`src/rtl/regfile_scoreboard.sv`:
```
// ID-stage 32x32 register file with same-cycle writeback bypass and a
// per-register pending-write scoreboard that raises stall_req on unresolved reads.
module regfile_scoreboard #(
  parameter int DATA_W   = 32,
  parameter int ADDR_W   = 5,
  parameter int NUM_REGS = 32
) (
  input  logic              clk,
  input  logic              rst_n,
  input  logic              read_en_1,
  input  logic [ADDR_W-1:0] read_addr_1,
  output logic [DATA_W-1:0] read_data_1,
  input  logic              read_en_2,
  input  logic [ADDR_W-1:0] read_addr_2,
  output logic [DATA_W-1:0] read_data_2,
  input  logic              issue_en,
  input  logic [ADDR_W-1:0] issue_addr,
  input  logic              wb_en,
  input  logic [ADDR_W-1:0] wb_addr,
  input  logic [DATA_W-1:0] wb_data,
  input  logic              flush,
  output logic              stall_req,
  output logic              pending_any
);

  localparam logic [ADDR_W-1:0] ZERO_ADDR = {ADDR_W{1'b0}};

  logic [DATA_W-1:0]   regs_q [NUM_REGS];
  logic [NUM_REGS-1:0] pending_q;
  logic [NUM_REGS-1:0] pending_d;
  logic                wb_live;
  logic                byp_hit_1;
  logic                byp_hit_2;
  logic                stall_1;
  logic                stall_2;

  function automatic logic [NUM_REGS-1:0] onehot(input logic [ADDR_W-1:0] addr);
    logic [NUM_REGS-1:0] v;
    v       = {NUM_REGS{1'b0}};
    v[addr] = 1'b1;
    return v;
  endfunction

  function automatic logic [DATA_W-1:0] read_mux(
    input logic              en,
    input logic [ADDR_W-1:0] addr,
    input logic [DATA_W-1:0] stored,
    input logic              hit,
    input logic [DATA_W-1:0] bypass_data
  );
    logic [DATA_W-1:0] r;
    if (!en || (addr == ZERO_ADDR)) begin
      r = {DATA_W{1'b0}};
    end else if (hit) begin
      r = bypass_data;
    end else begin
      r = stored;
    end
    return r;
  endfunction

  // Read muxing, bypass detection and hazard detection for both operand ports.
  // The bypass is gated by rst_n so outputs read zero while reset is held.
  always_comb begin
    wb_live     = wb_en && rst_n;
    byp_hit_1   = wb_live && (wb_addr == read_addr_1);
    byp_hit_2   = wb_live && (wb_addr == read_addr_2);
    read_data_1 = read_mux(read_en_1, read_addr_1, regs_q[read_addr_1], byp_hit_1, wb_data);
    read_data_2 = read_mux(read_en_2, read_addr_2, regs_q[read_addr_2], byp_hit_2, wb_data);
    stall_1     = read_en_1 && (read_addr_1 != ZERO_ADDR) && pending_q[read_addr_1] && !byp_hit_1;
    stall_2     = read_en_2 && (read_addr_2 != ZERO_ADDR) && pending_q[read_addr_2] && !byp_hit_2;
    stall_req   = stall_1 || stall_2;
  end

  // Scoreboard next state: wb clears, then issue sets so a younger issuer wins.
  always_comb begin
    pending_d = pending_q;
    if (flush) begin
      pending_d = {NUM_REGS{1'b0}};
    end else begin
      if (wb_en && (wb_addr != ZERO_ADDR)) begin
        pending_d = pending_d & ~onehot(wb_addr);
      end else begin
        pending_d = pending_d;
      end
      if (issue_en && (issue_addr != ZERO_ADDR)) begin
        pending_d = pending_d | onehot(issue_addr);
      end else begin
        pending_d = pending_d;
      end
    end
  end

  // Register array storage; index 0 is never written.
  always_ff @(posedge clk or negedge rst_n) begin
    if (!rst_n) begin
      for (int i = 0; i < NUM_REGS; i++) begin
        regs_q[i] <= {DATA_W{1'b0}};
      end
    end else if (wb_en && (wb_addr != ZERO_ADDR)) begin
      regs_q[wb_addr] <= wb_data;
    end
  end

  // Pending-write scoreboard state.
  always_ff @(posedge clk or negedge rst_n) begin
    if (!rst_n) begin
      pending_q <= {NUM_REGS{1'b0}};
    end else begin
      pending_q <= pending_d;
    end
  end

  assign pending_any = |pending_q;

endmodule

```
`config.mk`:
```
export PLATFORM = sky130hd
export DESIGN_NAME = regfile_scoreboard
export DESIGN_NICKNAME = d
export VERILOG_FILES = /design/src/rtl/regfile_scoreboard.sv
export SDC_FILE = /design/constraint.sdc
export NUM_CORES = 2
export LEC_CHECK = 0
export CORE_ASPECT_RATIO = 0.5
export CORE_MARGIN = 3
export CORE_UTILIZATION = 40
export CTS_CLUSTER_SIZE = 8
export DETAILED_ROUTE_END_ITERATION = 10
export MAX_ROUTING_LAYER = met4
export SLEW_MARGIN = 10
export SYNTH_ARGS = -nofsm -noshare
export SYNTH_HDL_FRONTEND = slang
export SYNTH_SLANG_ARGS = --single-unit
```
`constraint.sdc`:
```
create_clock -name clk -period 3.6 [get_ports clk]
set_input_delay 0.72 -clock clk [delete_from_list [all_inputs] [get_ports clk]]
set_output_delay 0.72 -clock clk [all_outputs]
set_load 0.01 [all_outputs]
```
==> flow_metrics.py <==
metrics = {
    "clocking": {
        "htree_num_levels": 4,
        "clkTransAtPathRegs_ns": 0.05,
        "cts_tree": "yes",
        "clock_sinks": 1056,
        "clkLatencyLatePin_ns": 0.76,
        "cts_root_buf": "clkbuf_16",
        "cts.path.max_buffers": 3,
        "cts_buffers": 149,
        "cts.hold.buffers_added": 0,
    },
    "placement": {
        "place_hpwl_um": 130000,
        "dp_cells": 5979,
        "numPortBuffers": 124,
        "gp_congestion": 0.886,
        "pre_cts_slack_ns": -0.687,
    },
    "timing": {
        "setup_viol": 2,
        "fmax_mhz": 276,
        "timing_hold_violations_final": 0,
        "finClkSkew_ns": 0,
        "worstMarginPinSlew_ns": 1.08,
        "slew_viol_final": 0,
        "holdWs_ns": 0.0913,
        "post-route-period-util_pct": 101,
        "grt_setup_unrepaired": "true",
        "setup_tns_ns": -0.0488,
        "slew_headroom_pct": 28.3,
        "worst_slack_ns": -0.0247,
        "min_period_ns": 3.62,
    },
    "power_and_ir_drop": {
        "ir_worst_vdd_uv": 309,
        "powerDensity_nw_per_um2": 524,
        "leakagePower_uw": 0.0301,
    },
    "drt": {
        "wl_per_cell_um": 33.3,
        "viasPerCell": 6.49,
        "routed_wl_um": 206000,
        "ant_nets": 0,
        "drt_iter0_markers": 4714,
        "drtPass1Iterations": 8,
        "remaining_drc_errors": 0,
        "vias": 40200,
    },
    "critical_path": {
        "crit_arrival_ns": 2.90,
        "crit_path_top_delay_cell": "mux4_2",
        "r2r-start": "regs_q[84]$_DFFE_PN0P_",
        "crit_start": "read_addr_2[0]",
        "rr_endpoint": "regs_q[84]$_DFFE_PN0P_",
        "worstSetupPathType": "in -> out",
        "required_ns": 2.88,
        "crit_chain": "buf_16 -> buf_12 -> buf_8 -> mux4_2 -> mux2i_1 -> a22oi_1 -> buf_4 -> a32o_1 -> clkdlybuf4s50_1",
        "critical_path.max_stage_delay_ns": 0.51,
        "cp-end-kind": "output port",
        "reg2reg_depth": 2,
        "r2r_slack_ns": 2.69,
        "critPathMaxFanout": 9,
        "startpoint_type": "input port",
    },
    "outcome": {
        "violations": "negative setup slack",
        "status": "finished, violations left",
    },
    "synth": {
        "async_flop_share_pct": 100,
        "syn_inst": 3964,
        "synth-edff-count": 0,
        "synth.avg_cell_area_um2": 14.3,
        "syn-cell-area_um2": 56600,
        "ys_types": 46,
        "synth_nets": 4023,
        "ys_seq_area_share_pct": 46.7,
        "ys_seq_elements": 1056,
        "ys_warn_count": 0,
        "synth_top_flop_cell": "dfrtp_1",
    },
    "floorplanning": {
        "io_pins": 125,
        "fp.dieH_um": 272,
        "start_util_pct": 40.8,
        "die-area_um2": 146000,
        "die_w_um": 538,
        "fp-row-count": 96,
        "core_um2": 139000,
    },
    "grt": {
        "gr-total-overflow": 0,
        "antenna_found_initial": 3,
        "grt_pass1_vias": 41300,
        "grt_start_max_net_pins": 169,
        "grt_pass1_wl_um": 298000,
        "grt_use_total_pct": 28.8,
    },
    "final_layout": {
        "drive_gt1_share_pct": 51.5,
        "finalNonFillerCells": 6197,
        "fill_cells": 11800,
        "nets": 4379,
        "final_core_utilization_pct": 49.3,
        "syn_to_final_growth_pct": 21.0,
    },
    "hold_path": {
        "hold_class": "in -> async",
    },
    "run": {
        "max-cap-violations": 0,
    },
}
final cells by class:
| class | count | area, um^2 | share of cell area [%] |
|---|---|---|---|
| flip-flops and latches | 1056 | 26400 | 38.6 |
| inverters | 4 | 15.0 | 0.0219 |
| diodes | 4 | 10.0 | 0.0146 |
| well taps | 1862 | 2330 | 3.40 |
| multi-input cells | 2441 | 28500 | 41.6 |
| clock inverters | 10 | 125 | 0.183 |
| repair buffers | 668 | 7270 | 10.6 |
| clock buffers | 152 | 3800 | 5.55 |
power by group:
group / leakage (uW) / switching, uW / internal [uW]
logic: 0.0146 / 3110 / 4410
registers: 0.0136 / 1670 / 14100
clock network: 0.00193 / 5230 / 7400
routing by layer:
metal,track usage [%],routed length (um),up-vias
met5,-,0,-
met4,10.9,8180,0
met3,6.68,18200,442
met2,42.3,93200,2104
met1,38.8,86600,21700
li1,-,-,16000
layout by cell type (no fill, tap or decap), types with 77 or more instances in the layout:
cell / n
mux2_2: 962
dfrtp_1: 1056
clkbuf_16: 154
nand2_1: 158
buf_12: 133
buf_4: 377
mux2i_1: 239
mux4_2: 431
a22oi_1: 106
a21oi_1: 77
synthesized netlist by cell type, types with 2 or more instances:
master       n  area [um^2]
and2_1      10         62.6
a21oi_1     86          430
buf_4       26          195
a32oi_1     12          105
nand4_1      3         18.8
a311oi_1     8         70.1
buf_1       41          154
clkbuf_2     2         10.0
and3_1       5         31.3
xor2_1      10         87.6
buf_6       15          169
o21ai_0     12         60.1
a221o_1      2         20.0
nor4_1      10         62.6
clkbuf_1   254          953
dfrtp_1   1056        26400
a211oi_1    50          375
nor3b_1      4         30.0
nor2b_1     17          106
or3b_2       3         26.3
o22ai_1     25          156
and3b_1      4         35.0
nor3_1      10         50.1
nand2b_1     7         43.8
o221ai_1    71          622
inv_1        4         15.0
buf_2      125          626
or3_1        2         12.5
a22o_1      53          464
nand3b_1     4         30.0
nand3_1     16         80.1
mux2_1       5         56.3
a32o_1      35          350
mux4_2     431         9710
nor2_1      49          184
mux2_2     962        10800
a21boi_0     3         22.5
nand2_1    177          664
mux2i_1    239         2390
a22oi_1    110          826
cells by family after synthesis:
kind of cell	synth area share [%]
mux	40.6
flops	46.7
compound gates	6.23
buf+inv	3.75
simple gates	2.58
xor+xnor	0.155
worst max-delay path: cells and delay by family:
kind,cells,cell delay [ns]
muxes,2,0.64
buffers and inverters,5,1.15
AOI/OAI and AO/OA,2,0.36
what timing repair did:
action,4_1_cts,5_1_grt
cloned,4,2
buffers inserted,35,14
resized for setup,171,41
pin swaps,18,13
endpoints found under the setup margin,65,39
flip-flops by register name, indices dropped and copies added, names as in the netlist:
name	flops
pending_q	32
regs_q	1024
worst max-delay path by stage:
stage	endpoint	slack [ns]	depth (start not counted)
after floorplan	read_data_1[17]	0.43	7
after detailed placement	read_data_1[31]	-0.69	10
after global routing	read_data_2[2]	-0.12	8
final	read_data_2[14]	-0.02	9
after global placement	read_data_1[31]	-0.71	10
after CTS	read_data_2[14]	-0.07	9
per-stage QoR:
stage                     area [um^2]  power (uW)
after floorplan                 56600       20400
after global placement          63600       22800
after detailed placement        63600       23200
after CTS                       68300       35900
after global routing            68500       37200
final                           68500       35900
No activity file was read; power rests on OpenSTA's default activity.
